$ cat src/rtl/bank_isu_sched_if.sv
// Channel request bus and ISU request port of the bank ISU front-end scheduler.
// The scheduler uses the slave view. The channel queues and the ISU together use the master view.
interface bank_isu_sched_if;
  logic [3:0]  ch_valid;
  logic [3:0]  ch_ready;
  logic [7:0]  ch_opcode;
  logic [27:0] ch_set_way_offset;
  logic [31:0] ch_wbuffer_id;

  logic        isu_valid;
  logic        isu_ready;
  logic [1:0]  isu_ch_id;
  logic [1:0]  isu_opcode;
  logic [6:0]  isu_set_way_offset;
  logic [7:0]  isu_wbuffer_id;

  modport master (
    output ch_valid, ch_opcode, ch_set_way_offset, ch_wbuffer_id, isu_ready,
    input  ch_ready, isu_valid, isu_ch_id, isu_opcode, isu_set_way_offset, isu_wbuffer_id
  );

  modport slave (
    input  ch_valid, ch_opcode, ch_set_way_offset, ch_wbuffer_id, isu_ready,
    output ch_ready, isu_valid, isu_ch_id, isu_opcode, isu_set_way_offset, isu_wbuffer_id
  );
endinterface

$ cat src/rtl/bank_isu_sched.sv
// Round-robin arbiter of four channel streams into the ISU request port. It holds back any
// request whose set/way has a linefill in flight in the 8x8 scoreboard.
module bank_isu_sched #(
  parameter int NCH  = 4,
  parameter int NSET = 8,
  parameter int NWAY = 8
) (
  input  logic                 clk_i,
  input  logic                 rst_ni,
  bank_isu_sched_if.slave      bus,
  input  logic                 lf_alloc_valid_i,
  input  logic [2:0]           lf_alloc_set_i,
  input  logic [2:0]           lf_alloc_way_i,
  input  logic                 lf_done_valid_i,
  input  logic [2:0]           lf_done_set_i,
  input  logic [2:0]           lf_done_way_i,
  output logic [NSET*NWAY-1:0] inflight_o,
  output logic                 lf_err_o
);
  localparam int NLINE = NSET * NWAY;

  logic [NLINE-1:0] sb_q, sb_next, alloc_mask, done_mask;
  logic             err_q, err_next;
  logic [5:0]       alloc_idx, done_idx;

  logic [1:0]       ptr_q;
  logic [NCH-1:0]   elig;
  logic [1:0]       winner;
  logic             found, load, grant;

  logic             valid_q;
  logic [1:0]       ch_id_q, opcode_q;
  logic [6:0]       swo_q;
  logic [7:0]       wbid_q;

  assign alloc_idx = {lf_alloc_set_i, lf_alloc_way_i};
  assign done_idx  = {lf_done_set_i, lf_done_way_i};

  // NOTE: every always_comb output gets a default first, so no path can leave it unassigned and infer a latch.
  always_comb begin
    alloc_mask = '0;
    done_mask  = '0;
    if (lf_alloc_valid_i) alloc_mask[alloc_idx] = 1'b1;
    if (lf_done_valid_i)  done_mask[done_idx]   = 1'b1;
    // Alloc wins over a same-cycle done because it is ORed in last.
    sb_next  = (sb_q & ~done_mask) | alloc_mask;
    err_next = (lf_alloc_valid_i & sb_q[alloc_idx]) |
               (lf_done_valid_i & ~sb_q[done_idx]);
  end

  // Hazard check uses the registered scoreboard and ignores the offset bit.
  always_comb begin
    elig = '0;
    for (int i = 0; i < NCH; i++)
      elig[i] = bus.ch_valid[i] & ~sb_q[bus.ch_set_way_offset[7*i+1 +: 6]];
  end

  always_comb begin
    logic [1:0] cand;
    found  = 1'b0;
    winner = '0;
    cand   = '0;
    for (int k = 0; k < NCH; k++) begin
      cand = ptr_q + 2'(k);
      if (!found && elig[cand]) begin
        winner = cand;
        found  = 1'b1;
      end
    end
  end

  assign load         = ~valid_q | bus.isu_ready;
  // rst_ni gating keeps ch_ready low during reset, because the arbiter state is zero then.
  assign grant        = load & found & rst_ni;
  assign bus.ch_ready = grant ? (4'b0001 << winner) : 4'b0000;

  // NOTE: sequential state uses non-blocking assignments, so every flop samples pre-edge values.
  always_ff @(posedge clk_i or negedge rst_ni) begin
    if (!rst_ni) begin
      sb_q     <= '0;
      err_q    <= 1'b0;
      ptr_q    <= '0;
      valid_q  <= 1'b0;
      ch_id_q  <= '0;
      opcode_q <= '0;
      swo_q    <= '0;
      wbid_q   <= '0;
    end else begin
      sb_q  <= sb_next;
      err_q <= err_next;
      if (load) begin
        if (found) begin
          valid_q  <= 1'b1;
          ch_id_q  <= winner;
          opcode_q <= bus.ch_opcode[2*winner +: 2];
          swo_q    <= bus.ch_set_way_offset[7*winner +: 7];
          wbid_q   <= bus.ch_wbuffer_id[8*winner +: 8];
          ptr_q    <= winner + 2'd1;
        end else begin
          valid_q  <= 1'b0;
        end
      end
    end
  end

  assign bus.isu_valid          = valid_q;
  assign bus.isu_ch_id          = ch_id_q;
  assign bus.isu_opcode         = opcode_q;
  assign bus.isu_set_way_offset = swo_q;
  assign bus.isu_wbuffer_id     = wbid_q;
  assign inflight_o             = sb_q;
  assign lf_err_o               = err_q;
endmodule
$ cat src/flat_wrapper.sv
// flat-port wrapper written by rule: the top's interface ports become plain ports
module bank_isu_sched_flat 
#(
  parameter int NCH  = 4,
  parameter int NSET = 8,
  parameter int NWAY = 8
)
  (clk_i, rst_ni, lf_alloc_valid_i, lf_alloc_set_i, lf_alloc_way_i, lf_done_valid_i, lf_done_set_i, lf_done_way_i, inflight_o, lf_err_o, bus_ch_valid, bus_ch_opcode, bus_ch_set_way_offset, bus_ch_wbuffer_id, bus_isu_ready, bus_ch_ready, bus_isu_valid, bus_isu_ch_id, bus_isu_opcode, bus_isu_set_way_offset, bus_isu_wbuffer_id);
  bank_isu_sched_if bus_i ();
  input  logic clk_i;
  input  logic rst_ni;
  input  logic lf_alloc_valid_i;
  input  logic [2:0] lf_alloc_set_i;
  input  logic [2:0] lf_alloc_way_i;
  input  logic lf_done_valid_i;
  input  logic [2:0] lf_done_set_i;
  input  logic [2:0] lf_done_way_i;
  output logic [NSET*NWAY-1:0] inflight_o;
  output logic lf_err_o;
  input wire logic [$bits(bus_i.ch_valid)-1:0] bus_ch_valid;
  input wire logic [$bits(bus_i.ch_opcode)-1:0] bus_ch_opcode;
  input wire logic [$bits(bus_i.ch_set_way_offset)-1:0] bus_ch_set_way_offset;
  input wire logic [$bits(bus_i.ch_wbuffer_id)-1:0] bus_ch_wbuffer_id;
  input wire logic [$bits(bus_i.isu_ready)-1:0] bus_isu_ready;
  output wire logic [$bits(bus_i.ch_ready)-1:0] bus_ch_ready;
  output wire logic [$bits(bus_i.isu_valid)-1:0] bus_isu_valid;
  output wire logic [$bits(bus_i.isu_ch_id)-1:0] bus_isu_ch_id;
  output wire logic [$bits(bus_i.isu_opcode)-1:0] bus_isu_opcode;
  output wire logic [$bits(bus_i.isu_set_way_offset)-1:0] bus_isu_set_way_offset;
  output wire logic [$bits(bus_i.isu_wbuffer_id)-1:0] bus_isu_wbuffer_id;
  assign bus_i.ch_valid = bus_ch_valid;
  assign bus_i.ch_opcode = bus_ch_opcode;
  assign bus_i.ch_set_way_offset = bus_ch_set_way_offset;
  assign bus_i.ch_wbuffer_id = bus_ch_wbuffer_id;
  assign bus_i.isu_ready = bus_isu_ready;
  assign bus_ch_ready = bus_i.ch_ready;
  assign bus_isu_valid = bus_i.isu_valid;
  assign bus_isu_ch_id = bus_i.isu_ch_id;
  assign bus_isu_opcode = bus_i.isu_opcode;
  assign bus_isu_set_way_offset = bus_i.isu_set_way_offset;
  assign bus_isu_wbuffer_id = bus_i.isu_wbuffer_id;
  bank_isu_sched #(.NCH(NCH), .NSET(NSET), .NWAY(NWAY)) u_core (.clk_i(clk_i), .rst_ni(rst_ni), .bus(bus_i), .lf_alloc_valid_i(lf_alloc_valid_i), .lf_alloc_set_i(lf_alloc_set_i), .lf_alloc_way_i(lf_alloc_way_i), .lf_done_valid_i(lf_done_valid_i), .lf_done_set_i(lf_done_set_i), .lf_done_way_i(lf_done_way_i), .inflight_o(inflight_o), .lf_err_o(lf_err_o));
endmodule
$ cat config.mk
export PLATFORM = sky130hd
export DESIGN_NAME = bank_isu_sched_flat
export DESIGN_NICKNAME = d
export VERILOG_FILES = /design/src/rtl/bank_isu_sched_if.sv /design/src/rtl/bank_isu_sched.sv /design/src/flat_wrapper.sv
export SDC_FILE = /design/constraint.sdc
export NUM_CORES = 1
export LEC_CHECK = 0
export ABC_AREA = 1
export BUFFER_PORTS_ARGS = -buffer_cell sky130_fd_sc_hd__buf_2
export CAP_MARGIN = 10
export CELL_PAD_IN_SITES_DETAIL_PLACEMENT = 1
export CELL_PAD_IN_SITES_GLOBAL_PLACEMENT = 1
export CORE_MARGIN = 3
export CORE_UTILIZATION = 34
export DETAILED_ROUTE_END_ITERATION = 10
export PLACE_DENSITY = 0.81
export REMOVE_ABC_BUFFERS = 1
export SLEW_MARGIN = 5
export SYNTH_ARGS = -nofsm -noshare
export SYNTH_HDL_FRONTEND = slang
export SYNTH_SLANG_ARGS = --single-unit
export TNS_END_PERCENT = 1
$ cat constraint.sdc
create_clock -name clk_i -period 2.55 [get_ports clk_i]
set_clock_uncertainty 0.2 [all_clocks]
set_input_delay 0.1275 -clock clk_i [delete_from_list [all_inputs] [get_ports clk_i]]
set_output_delay 0.1275 -clock clk_i [all_outputs]
set_load 0.05 [all_outputs]
* Word-level counts from Yosys, hierarchy flattened
Index checks and enable logic that the tools add are counted.
** Operators by class
- Add/sub/neg operators :: 4
- Multipliers :: 1
- Divide/modulo/power cells :: 0
- Magnitude comparators :: 12
- Eq/ne operators :: 0
- Shift-type cells :: 4
- Muxes and demuxes :: 36
- Bitwise logic cells :: 19
- Reduce and logical (&&, ||, !) cells :: 9
** Operators by type and width (count)
- 64-bit two-way mux :: 2
- 64-bit AND :: 1
- 64-bit inverter :: 1
- 64-bit bitwise OR :: 1
- 6-bit by 7-bit < comparator with 1-bit output, second input constant :: 6
- 1-bit binary-select mux with 6-bit select :: 6
- 32-bit by 6-bit indexed part select with 8-bit output :: 1
- 28-bit by 6-bit indexed part select with 7-bit output :: 1
- 1-bit two-way mux :: 17
- 1-bit demux with 6-bit select :: 2
- 6-bit by 1-bit greater-or-equal comparator with 1-bit output, second input constant :: 2
- 2-bit by 3-bit < comparator with 1-bit output, second input constant :: 4
- 1-bit AND :: 8
- 1-bit binary-select mux with 2-bit select :: 4
- 2-bit two-way mux :: 4
- 8-bit by 4-bit indexed part select with 2-bit output :: 1
- 1-bit inverter :: 6
- 1-bit logical AND :: 5
- 3-bit by 2-bit multiplier with 5-bit output, first input constant :: 1
- 2-bit by 1-bit adder with 2-bit output, second input constant :: 2
- 2-bit adder, second input constant :: 2
- 4-bit two-way mux :: 1
- 1-bit by 2-bit left shift with 4-bit output, first input constant :: 1
- 1-bit logical NOT :: 3
- other kinds (2) :: 3
** Word-level totals
- Register bits :: 87
- Latch bits :: 0
- Bits in writable memories :: 0
- Bits in read-only memories :: 0
- Memories :: 0

* Longest topological paths before layout
- Depth after elaboration :: 19
- Mapped depth :: 24

* Worst setup path after synthesis
No wires, ideal clock.
- Path kind :: register -> output
- Start point :: reg u_core.sb_q[12], in the netlist u_core.inflight_o[12]
- End point :: out bus_ch_ready[0]
- Data arrival time :: 3.060 ns
- Data required time :: 2.223 ns
- Slack :: -0.838 ns
- Stages on the path, launching flop included :: 18
- Buffers on the path :: 0
- Path through :: dfrtp_1 > inv_1 > o21ai_0 > nand3_1 > nand2_1 > nand2_1 > nand3_1 > nand3_1 > nand3_1 > nand2_1 > nand2_2 > nor2_4 > nor2_8 > nand3b_1 > a21oi_4 > ha_1 > inv_1 > nor2_1
** On the way
- Word-level cells in the longest chain between the ends :: 19
** Ends and longest elaborated chain
- start, declared :: line bank_isu_sched.sv:22 : logic [NLINE-1:0] sb_q, sb_next, alloc_mask, done_mask;
- start signal, assigned :: line bank_isu_sched.sv:89 : sb_q <= sb_next;
- 1-bit binary-select mux with 6-bit select :: line bank_isu_sched.sv:55 : elig[i] = bus.ch_valid[i] & ~sb_q[bus.ch_set_way_offset[7*i+1 +: 6]];
- 1-bit two-way mux (implied by the code) :: line bank_isu_sched.sv:55
- 1-bit inverter :: line bank_isu_sched.sv:55
- 1-bit AND :: line bank_isu_sched.sv:55
- 1-bit binary-select mux with 2-bit select :: line bank_isu_sched.sv:65 : if (!found && elig[cand]) begin
- 1-bit two-way mux (implied by the code) :: line bank_isu_sched.sv:65
- 1-bit two-way mux :: line bank_isu_sched.sv:65
- 1-bit logical NOT :: line bank_isu_sched.sv:65
- [2 not listed]
- 1-bit logical NOT :: line bank_isu_sched.sv:65
- 1-bit logical AND :: line bank_isu_sched.sv:65
- 1-bit two-way mux :: line bank_isu_sched.sv:65
- 1-bit logical NOT :: line bank_isu_sched.sv:65
- 1-bit logical AND :: line bank_isu_sched.sv:65
- 1-bit two-way mux :: line bank_isu_sched.sv:65
- 1-bit AND (2 in a row) :: line bank_isu_sched.sv:74 : assign grant = load & found & rst_ni;
- 4-bit two-way mux * :: line bank_isu_sched.sv:75 : assign bus.ch_ready = grant ? (4'b0001 << winner) : 4'b0000;
- end, declared :: line flat_wrapper.sv:25 : output wire logic [$bits(bus_i.ch_ready)-1:0] bus_ch_ready;
Every way passes the cells marked *; elsewhere a longest branch is shown, timed or not. The select of a mux whose other input is x is not followed.

* Worst setup path after layout
- Start point :: reg u_core.sb_q[52], in the netlist u_core.inflight_o[52]
- End point :: out bus_ch_ready[0]
Same word-level chain as after synthesis.

==> flow_metrics.tcl <==
set metrics [dict create \
    status "finished with violations" \
    htreeDepth 3 \
    cp.arrival_ns 3.24 \
    detail-route-antenna-nets 0 \
    drt-initial-drc-count 1620 \
    worstSkewPairLatency_ns 0.37 \
    root_buffer "clkbuf_16" \
    dp_hpwl_um 33100 \
    ys_types 45 \
    setup_ws_ns -1.02 \
    hold-worst-slack_ns 0.0337 \
    ys_seq_elements 87 \
    critPathCaptureType "output port" \
    total_power_mw 12.8 \
    antenna_found_initial 3 \
    layout_common_cells "nand2_1, nand3_1, buf_2, buf_4, o21ai_0" \
    hp-start "bus_ch_set_way_offset[14]" \
    routed_wirelength_um 50200 \
    synth-seq-area-share 0.271 \
    synth.top_cell.area_share 0.271 \
    cap_viol_max_count 0 \
    drcViolationCount 0 \
    nFillCells 3067 \
    utilization 0.509 \
    start_kind "flop" \
    layout-drive-gt1-share 0.331 \
    final_cells 1986 \
    cts_tree "yes" \
    vias 12400 \
    grt_pass1_vias 12600 \
    finalCritPeriodShare 1.40 \
    crit_fanout 6 \
    routed.top_layer "met4" \
    reg2reg_depth 21 \
    area_delta_synth_final_pct 45.3 \
    timing.rr.start "u_core.inflight_o[52]$_DFF_PN0_" \
    clk_pin_slew_ns 0.08 \
    grt_overflow 0 \
    max_slew_margin 0.579 \
    yosys_warnings 0 \
    final_hold_viol_count 0 \
    port_buffers 177 \
    violations "setup timing" \
    coreArea_sq_um 22900 \
    r2r-end "u_core.bus.isu_set_way_offset[5]$_DFFE_PN0P_" \
    first_pass_iters 8 \
    grt_pass1_wl_um 72700 \
    gp_congestion 1.06 \
    min_period_ns 3.57 \
    die_area_sq_um 25500 \
    std_cell_rows 55 \
    ff_latch_area_sq_um 2240 \
    setup_viol 26 \
    wl_met1_um 18100 \
    dr_wl_met3_um 5430 \
    holdPathEnd "u_core.bus.isu_set_way_offset[0]$_DFFE_PN0P_" \
    grt_usage 0.360 \
    grt_max_degree 88 \
    crit_type "flop to output port" \
    multi_input_area_sq_um 5370 \
    p_leak_nw 5.66 \
    netlist_area_sq_um 8020 \
    crit_required_ns 2.22 \
    rsz0062_at_grt "yes" \
    dp_cells 1911 \
    p_per_area_nw_per_um2 1100 \
    syn_avg_cell_area_sq_um 6.09 \
    wire_per_inst_um 25.3 \
    peakVddDrop_mv 0.760 \
    cts_buffer_depth 2 \
    start_util 0.350 \
    min_path_type "input port to flop" \
    cts_buffers 9 \
    slew_viol_final 0 \
    worst_pin_slew_ns 0.627 \
    final_common_cell "nand2_1" \
    wl_met2_um 22900 \
    synthCells 1318 \
    r2r_slack_ns -0.80 \
    hold_depth 7 \
    die_w_um 160 \
    ys_top_cells_by_area "dfrtp_1, nand2_1, nand3_1" \
    nets 1758 \
    die_y_um 160 \
    yosys.area.top_type "dfrtp_1" \
    via_per_inst 6.27 \
    io_pins 178 \
    clock-sinks 87 \
    fmax_ghz 0.280 \
]
## state kept, by name (all words and copies together), names as in the netlist
register / count
u_core.bus.isu_wbuffer_id: 8
u_core.ptr_q: 2
u_core.bus.isu_valid: 1
u_core.inflight_o: 64
u_core.bus.isu_set_way_offset: 7
u_core.bus.isu_opcode: 2
u_core.bus.isu_ch_id: 2
u_core.lf_err_o: 1
## power breakdown
group,switching (mW),leakage [nW],internal [mW],total (mW)
logic,6.18,4.48,2.85,9.03
clock network,0.710,0.146,0.695,1.40
registers,0.573,1.03,1.82,2.40
total,7.47,5.66,5.37,12.8
## per-layer routing
| layer | global-route usage | up-vias |
|---|---|---|
| li1 | - | 5149 |
| met3 | 0.0830 | 333 |
| met1 | 0.439 | 5915 |
| met2 | 0.588 | 1051 |
| met5 | 0 | - |
| met4 | 0.198 | 0 |
## synth_stat cells (all sizes together)
cell     number
inv         118
nor4b         1
ha            4
o21a          1
o2111ai       1
xnor2         1
dfrtp        87
clkinv        6
a211oi        1
o41ai         1
o2bb2ai       1
nand4        28
clkbuf        6
buf          53
a31oi         2
nand2       471
nor2         20
o221ai        1
a22o          1
nand3       277
or2           7
a32o          1
a221oi       17
nand3b        1
a21oi        24
o211ai        2
o21ai       155
o22ai        12
a22oi         9
nor3          9
## layout make-up
cell class,count,share of cell area
Antenna cell,3,0.000644
Clock buffer,9,0.0193
Clock inverter,7,0.00590
Inverter,124,0.0409
Multi-Input combinational cell,1048,0.461
Sequential cell,87,0.192
Tap cell,313,0.0336
Timing Repair Buffer,395,0.246
## stage by stage
stage	cell area [sq um]	setup slack, ns	setup TNS (ns)
4_1_cts	11300	-0.600	-7.04
3_5_place_dp	10300	-0.553	-11.20
5_1_grt	11700	-1.14	-19.50
2_1_floorplan	7620	-1.13	-14.64
3_3_place_gp	10300	-0.433	-8.30
6_report	11700	-1.02	-15.98
## kinds of logic after synthesis
logic type / after synthesis / share of synthesized area
AO/OA/AOI/OAI: 229 / 0.161
adder cells (fa/ha/maj): 4 / 0.00624
AND/OR/NAND/NOR: 814 / 0.451
XOR/XNOR: 1 / 0.00109
flip-flops: 87 / 0.271
buffers and inverters: 183 / 0.109
## timing repair
item                                   4_1_cts  5_1_grt
setup endpoints to repair                   26       27
hold buffers                                42        0
setup buffers                                6        8
endpoints found under the hold margin      102        0
resized for setup                           89       92
pin swaps                                   21       43
gates cloned                                 0        0
## worst max-delay path, stage by stage, from the launching register on
cell	delay, ns
dfrtp_2	0.44
nand2_1	0.08
nand3_1	0.13
nand3_1	0.14
nand2_2	0.14
nand2_1	0.08
nand3_2	0.09
nand3_2	0.09
nand3_2	0.09
nand2_2	0.06
nand2_2	0.11
nor2_4	0.06
nor2_8	0.19
nand3b_1	0.20
a21oi_4	0.30
ha_2	0.33
inv_2	0.06
nor2_2	0.12
buf_6	0.17
## worst max-delay path by stage
| stage | start | endpoint |
|---|---|---|
| floorplan | u_core.inflight_o[12]$_DFF_PN0_ | bus_ch_ready[1] |
| global placement | bus_ch_set_way_offset[22] | bus_ch_ready[2] |
| detailed placement | bus_ch_set_way_offset[22] | bus_ch_ready[2] |
| CTS | u_core.inflight_o[14]$_DFF_PN0_ | bus_ch_ready[1] |
| global route | u_core.inflight_o[14]$_DFF_PN0_ | bus_ch_ready[0] |
| finish | u_core.inflight_o[52]$_DFF_PN0_ | bus_ch_ready[0] |
Power figures use the tool's default switching activity.
